--- config.mk ---
export PLATFORM = sky130hd
export DESIGN_NAME = hlsm_mul_array
export DESIGN_NICKNAME = d
export VERILOG_FILES = /design/src/rtl/hlsm_mul_array.sv
export SDC_FILE = /design/constraint.sdc
export NUM_CORES = 2
export LEC_CHECK = 0
export CAP_MARGIN = 20
export CORE_MARGIN = 4
export CORE_UTILIZATION = 50
export CTS_BUF_LIST = sky130_fd_sc_hd__clkbuf_8
export CTS_CLUSTER_DIAMETER = 150
export DETAILED_ROUTE_END_ITERATION = 10
export DONT_BUFFER_PORTS = 1
export GPL_ROUTABILITY_DRIVEN = 0
export GPL_TIMING_DRIVEN = 1
export PLACE_DENSITY_LB_ADDON = 0.08
export SLEW_MARGIN = 30
export SYNTH_ARGS = -nofsm -noshare
export SYNTH_HDL_FRONTEND = slang
export SYNTH_SLANG_ARGS = --single-unit
export TNS_END_PERCENT = 30
--- constraint.sdc ---
create_clock -name i_clk -period 7.8 [get_ports i_clk]
set_input_delay 1.17 -clock i_clk [delete_from_list [all_inputs] [get_ports i_clk]]
set_output_delay 1.17 -clock i_clk [all_outputs]
set_load 0.1 [all_outputs]
--- src/rtl/hlsm_mul_array.sv ---
// Multi-lane signed multiply / multiply-accumulate engine with a Start/Done handshake.
// Operands are latched on Start; saturated results are written as the compute state is left.
module hlsm_mul_array #(
   parameter int WIDTH    = 16,
   parameter int CHANNELS = 4,
   parameter int LATENCY  = 2,
   parameter int MODE     = 0
) (
   input  logic                      i_clk,
   input  logic                      i_rst_n,
   input  logic                      i_start,
   input  logic                      i_clr,
   input  logic [CHANNELS*WIDTH-1:0] i_a,
   input  logic [CHANNELS*WIDTH-1:0] i_b,
   output logic                      o_done,
   output logic                      o_busy,
   output logic [CHANNELS*WIDTH-1:0] o_y,
   output logic [CHANNELS-1:0]       o_ovf
);

   localparam int CW = (LATENCY > 1) ? $clog2(LATENCY) : 1;
   localparam logic [CW-1:0] LP_CNT_INIT = CW'(LATENCY - 1);
   localparam logic [CW-1:0] LP_CNT_ONE  = CW'(1);

   localparam logic [1:0] S_WAIT  = 2'd0;
   localparam logic [1:0] S_CALC  = 2'd1;
   localparam logic [1:0] S_FINAL = 2'd2;

   // Saturation bounds expressed in the widened (2*WIDTH+1) sum domain.
   localparam logic signed [2*WIDTH:0] LP_MAX = {{(WIDTH+2){1'b0}}, {(WIDTH-1){1'b1}}};
   localparam logic signed [2*WIDTH:0] LP_MIN = {{(WIDTH+2){1'b1}}, {(WIDTH-1){1'b0}}};
   localparam logic [WIDTH-1:0] LP_YMAX = {1'b0, {(WIDTH-1){1'b1}}};
   localparam logic [WIDTH-1:0] LP_YMIN = {1'b1, {(WIDTH-1){1'b0}}};

   logic [1:0]                r_state;
   logic [CW-1:0]             r_cnt;
   logic [CHANNELS*WIDTH-1:0] r_a;
   logic [CHANNELS*WIDTH-1:0] r_b;
   logic [CHANNELS*WIDTH-1:0] r_y;
   logic [CHANNELS-1:0]       r_ovf;
   logic                      r_done;
   logic                      r_busy;

   logic [CHANNELS*WIDTH-1:0] w_y_next;
   logic [CHANNELS-1:0]       w_sat;

   always_comb begin
      logic signed [2*WIDTH-1:0] v_a;
      logic signed [2*WIDTH-1:0] v_b;
      logic signed [2*WIDTH-1:0] v_p;
      logic signed [2*WIDTH:0]   v_s;
      w_y_next = '0;
      w_sat    = '0;
      v_a      = '0;
      v_b      = '0;
      v_p      = '0;
      v_s      = '0;
      for (int unsigned n = 0; n < CHANNELS; n++) begin
         v_a = {{WIDTH{r_a[n*WIDTH+WIDTH-1]}}, r_a[n*WIDTH +: WIDTH]};
         v_b = {{WIDTH{r_b[n*WIDTH+WIDTH-1]}}, r_b[n*WIDTH +: WIDTH]};
         v_p = v_a * v_b;
         v_s = {v_p[2*WIDTH-1], v_p};
         if (MODE != 0) begin
            v_s = v_s + {{(WIDTH+1){r_y[n*WIDTH+WIDTH-1]}}, r_y[n*WIDTH +: WIDTH]};
         end
         if (v_s > LP_MAX) begin
            w_y_next[n*WIDTH +: WIDTH] = LP_YMAX;
            w_sat[n]                   = 1'b1;
         end else if (v_s < LP_MIN) begin
            w_y_next[n*WIDTH +: WIDTH] = LP_YMIN;
            w_sat[n]                   = 1'b1;
         end else begin
            w_y_next[n*WIDTH +: WIDTH] = v_s[WIDTH-1:0];
         end
      end
   end

   always_ff @(posedge i_clk or negedge i_rst_n) begin
      if (!i_rst_n) begin
         r_state <= S_WAIT;
         r_cnt   <= '0;
         r_a     <= '0;
         r_b     <= '0;
         r_y     <= '0;
         r_ovf   <= '0;
         r_done  <= 1'b0;
         r_busy  <= 1'b0;
      end else begin
         case (r_state)
            S_WAIT: begin
               r_done <= 1'b0;
               // Clear lands before the accumulate reads r_y, so Clr+Start accumulates from 0.
               if (i_clr) begin
                  r_y   <= '0;
                  r_ovf <= '0;
               end
               if (i_start) begin
                  r_a     <= i_a;
                  r_b     <= i_b;
                  r_cnt   <= LP_CNT_INIT;
                  r_busy  <= 1'b1;
                  r_state <= S_CALC;
               end
            end
            S_CALC: begin
               if (r_cnt == '0) begin
                  r_y     <= w_y_next;
                  r_ovf   <= r_ovf | w_sat;
                  r_state <= S_FINAL;
               end else begin
                  r_cnt <= r_cnt - LP_CNT_ONE;
               end
            end
            S_FINAL: begin
               r_done  <= 1'b1;
               r_busy  <= 1'b0;
               r_state <= S_WAIT;
            end
            default: r_state <= S_WAIT;
         endcase
      end
   end

   assign o_done = r_done;
   assign o_busy = r_busy;
   assign o_y    = r_y;
   assign o_ovf  = r_ovf;

endmodule
# Word level (Yosys, flattened, before mapping)
# Cells that the tools add are included.
# classes
n_mul	4
n_mux	30
n_bitwise	1
order_cmp	8
n_addsub	1
n_eq_ne	5
n_reduce_logical	8
# op_table
cell	count
32-bit by 16-bit greater-than comparator with 1-bit output (second input constant)	4
32-bit by 16-bit less-than comparator with 1-bit output (second input constant)	4
16-bit by 16-bit multiplier with 32-bit output	4
16-bit 2-to-1 mux	8
64-bit 2-to-1 mux	2
64-bit case mux with 2 select lines	1
1-bit 2-to-1 mux	10
4-bit 2-to-1 mux	2
4-bit case mux with 2 select lines	1
2-bit AND reduction	4
2-bit != test (second input constant)	3
1-bit case mux with 2 select lines	3
2-bit 2-to-1 mux	2
4-bit OR	1
2-bit case mux with 2 select lines	1
2-bit nonzero test	2
3-bit AND reduction	1
2-bit by 1-bit equality test with 1-bit output (second input constant)	1
2-bit equality test (second input constant)	1
2-bit logical NOT	1
1-bit subtractor (second input constant)	1
# word_totals
elab_cells	65
ff_bits	201

# Depth between registers and ports, before layout
# logic_depth
word_depth	7
mapped_depth	29
ltp_nobuf	25

# Worst setup path after synthesis
# No wires, ideal clock.
# synth_path
path_type	register -> register
startpoint	register r_a[15]
endpoint	register r_y[6] (netlist: o_y[6])
path_stages_with_launch	25
period_less_slack_ps	7134
slack_ps	666
arrival_time_ps	7007
path_cell_list	dfrtp_1 clkbuf_1 nand2_1 fa_1 inv_1 fa_1 fa_1 fa_1 fa_1 inv_1 fa_1 inv_1 ha_1 clkbuf_1 a31o_2 o311a_1 o31ai_4 a21oi_1 o21a_1 o21ai_0 or4_1 o31a_1 and2_4 buf_6 a221o_1
# synth_between
elab_chain_cells	6
elab_cells_between_ends	7
cone_classes	1 x mul; 2 x order compare; 4 x mux
# synth_rtl
element	line_no	text
from (decl)	37	logic [CHANNELS*WIDTH-1:0] r_a;
from (signal assigned)	98	r_a <= i_a;
16-bit by 16-bit multiplier with 32-bit output *	61	v_p = v_a * v_b;
32-bit by 16-bit less-than comparator with 1-bit output	69	end else if (v_s < LP_MIN) begin
16-bit 2-to-1 mux	69	
16-bit 2-to-1 mux *	66	if (v_s > LP_MAX) begin
64-bit 2-to-1 mux *	106	if (r_cnt == '0) begin
64-bit case mux with 2 select lines *	89	case (r_state)
to (signal assigned)	107	r_y <= w_y_next;
to (decl)	39	logic [CHANNELS*WIDTH-1:0] r_y;
# Every way passes the cells marked *; elsewhere a longest branch is shown, timed or not. The select of a mux whose other input is x is not followed.
# A chain may end at the register's enable or synchronous reset.

# Final worst setup path
# layout_path
startpoint	register r_b[10]
endpoint	register r_y[0] (netlist: o_y[0])
# layout_between
elab_chain_cells	6
elab_cells_between_ends	7
cone_classes	1 x mul; 2 x order compare; 4 x mux
# layout_rtl
element	line_no	text
from (decl)	38	logic [CHANNELS*WIDTH-1:0] r_b;
from (signal assigned)	99	r_b <= i_b;
16-bit by 16-bit multiplier with 32-bit output *	61	
32-bit by 16-bit less-than comparator with 1-bit output	69	
16-bit 2-to-1 mux	69	
16-bit 2-to-1 mux *	66	
64-bit 2-to-1 mux *	106	
64-bit case mux with 2 select lines *	89	
# Marked as above.

==> qor.yml <==
status: "finished, final reports clean"
overflow: 0
globalRouteMet2Util_pct: 42.0
fin_crit_ns: 7.44
top_usage_layer: "met2"
wire_per_inst_um: 18.9
crit_family: "adder cells"
drt_iter0_markers: 1463
drive_gt1_share_pct: 7.70
placed_area_um2: 49400
fin_util_pct: 53.2
clk_path_buf_depth: 3
ys_warn_count: 0
multi_input_area_um2: 37800
worst_ep_required_time_ns: 8.40
final_cell_mix: "inv_1, fa_1, nand2_1"
hold_class: "input port to async pin"
ys.flop_type: "dfrtp_1"
critPathKind: "flop to flop"
synth-edff-count: 0
htree_levels: 2
clk_pin_slew_ns: 0.06
num_vias: 33100
grt_first_pass_wirelength_um: 198000
max_freq_ghz: 0.134
rows: 113
synthCells: 5036
initial_core_util_pct: 50.4
die_y_um: 317
netlist_area_um2: 47900
finalHoldViolCount: 0
crit_arrival_ns: 8.04
cts_hold_buf: 0
gr-usage-met3_pct: 5.01
cpMostUsedCell: "fa_1"
crit_chain: "nand2_1 -> fa_1 -> inv_1 -> fa_1 -> fa_1 -> fa_1 -> fa_1 -> inv_1 -> fa_1 -> inv_1 -> ha_1 -> a21oi_1 -> o21ai_0 -> a21o_4 -> o31ai_4 -> a21oi_1 -> nor3_1 -> o21ai_0 -> or4_1 -> o31a_1 -> and2_4 -> a311o_1"
grt_max_degree: 202
first_global_vias: 36200
cts_tree: "built"
numClockSinks: 201
drcViolationCount: 0
start_kind: "flop"
ys_types: 93
die_w_um: 317
tightest_slew_ns: 1.06
path_buf_inv: 3
syn-num-nets: 6544
first_pass_iters: 5
async_reset_ff_share_pct: 100
clkLatencyLatePin_ns: 0.71
wirelength_um: 119000
ant_nets: 0
grt_use_total_pct: 24.5
setup_viol: 0
slowest_stage: "dfrtp_1"
vias_per_cell: 5.26
maxSlewViolCount: 0
finalCritPeriodShare_pct: 95.4
final_nets: 6485
die_area_um2: 101000
fin_area_um2: 50500
max_cap_viol_count: 0
cts_root_buf: "clkbuf_8"
core_area_um2: 95000
cts_made_buffers: 44
syn_avg_cell_area_um2: 9.51
port_buffers: 0
cp_max_fo: 17
cp-end-kind: "flop"
regArea_um2: 5090
synth.yosys.seq_area_share_pct: 10.5
slew-limit-headroom_pct: 29.4
synth-seq-cells: 201
met1_usage_pct: 32.5
nFillCells: 8967
critPathMaxStageDelay_ns: 0.79
antenna_found_initial: 9
final_common_cell: "inv_1"
detailed_place_hpwl_um: 99100
boundaryPins: 202
skew_ns: 0.0619
area_growth_pct: 5.49
Yosys cell counts (33+ instances only):
cell type / instances / share of area (%)
mux2_2: 124 / 2.9
nand2_1: 614 / 4.8
clkbuf_1: 167 / 1.3
fa_1: 1048 / 44
inv_1: 1163 / 9.1
nor2_1: 119 / 0.93
xor2_1: 40 / 0.73
a21o_1: 33 / 0.52
ha_1: 328 / 8.6
dfrtp_1: 201 / 11
a221o_1: 33 / 0.69
nand2b_1: 33 / 0.43
a21oi_1: 115 / 1.2
and2_1: 469 / 6.1
o21ai_0: 97 / 1.0
xnor2_1: 95 / 1.7
layer usage:
layer  share of wire [%]  wire length, um  up-vias
met4                 2.0             2320        0
met5                   0                0        -
met2                  50            59200      629
met3                 6.0             7170      127
li1                    -                -    15100
met1                  42            50200    17200
worst paths after layout:
| check | from | end | slack [ns] | cells past startpoint |
|---|---|---|---|---|
| worst max-delay path | r_b[10] | o_y[0] | 0.36 | 22 |
| worst min-delay path | i_rst_n | r_b[43] | 0.19 | 0 |
| worst max register to register | r_b[10] | o_y[0] | 0.36 | 22 |
| worst min register to register | r_state[1] | r_state[0] | 0.49 | 1 |
| max in group asynchronous | i_rst_n | r_a[51] | 7.13 | 0 |
| min in group i_clk | r_state[1] | r_state[0] | 0.49 | 1 |
flip-flops by register name, summed over array words and instances, names as in the netlist:
register / cells
r_state: 2
o_ovf: 4
r_a: 64
o_busy: 1
o_y: 64
o_done: 1
r_cnt: 1
r_b: 64
repair_timing:
action                                  4_1_cts  5_1_grt
hold endpoints to repair                      0        0
resized for setup                             0       30
endpoints found under the setup margin        0       58
buffers inserted                              0        0
per-stage QoR:
stage	std cells	setup slack (ns)	setup TNS, ns	hold WS (ns)
CTS	6275	0.187	0	0.0919
floorplan	5036	0.666	0	0.443
global route	6278	-0.00157	-0.00157	0.102
global placement	6196	0.266	0	0.515
finish	6279	0.357	0	0.186
detailed placement	6196	0.210	0	0.516
area by class of cell:
| type | instances | share of cell area, % |
|---|---|---|
| Multi-Input combinational cell | 3478 | 74.7 |
| Sequential cell | 201 | 10.1 |
| Inverter | 1164 | 8.65 |
| Tap cell | 1265 | 3.13 |
| Clock buffer | 51 | 1.39 |
| Timing Repair Buffer | 88 | 1.33 |
| Clock inverter | 28 | 0.664 |
| Antenna cell | 4 | 0.0198 |
worst register-to-register path, stage by stage, from the launching register on:
cell,delay (ns)
dfrtp_1,0.79
nand2_1,0.18
fa_1,0.56
inv_1,0.05
fa_1,0.56
fa_1,0.44
fa_1,0.49
fa_1,0.49
inv_1,0.05
fa_1,0.47
inv_1,0.04
ha_1,0.37
a21oi_1,0.25
o21ai_0,0.14
a21o_4,0.23
o31ai_4,0.31
a21oi_1,0.13
nor3_1,0.27
o21ai_0,0.11
or4_1,0.51
o31a_1,0.33
and2_4,0.23
a311o_1,0.32
cell families after synthesis:
family                     after synthesis  synth area share (%)
AOI/OAI and AO/OA                      460                  6.65
xor gates and xnor gates               135                  2.47
adders and majority gates             1376                  52.4
buffers and inverters                 1357                  10.8
DFF                                    201                  10.5
muxes                                  129                  3.02
and+or+nand+nor                       1378                  14.2
Power is not shown: default switching activity piles up to over one toggle a cycle in this logic, so the estimate is an artifact.
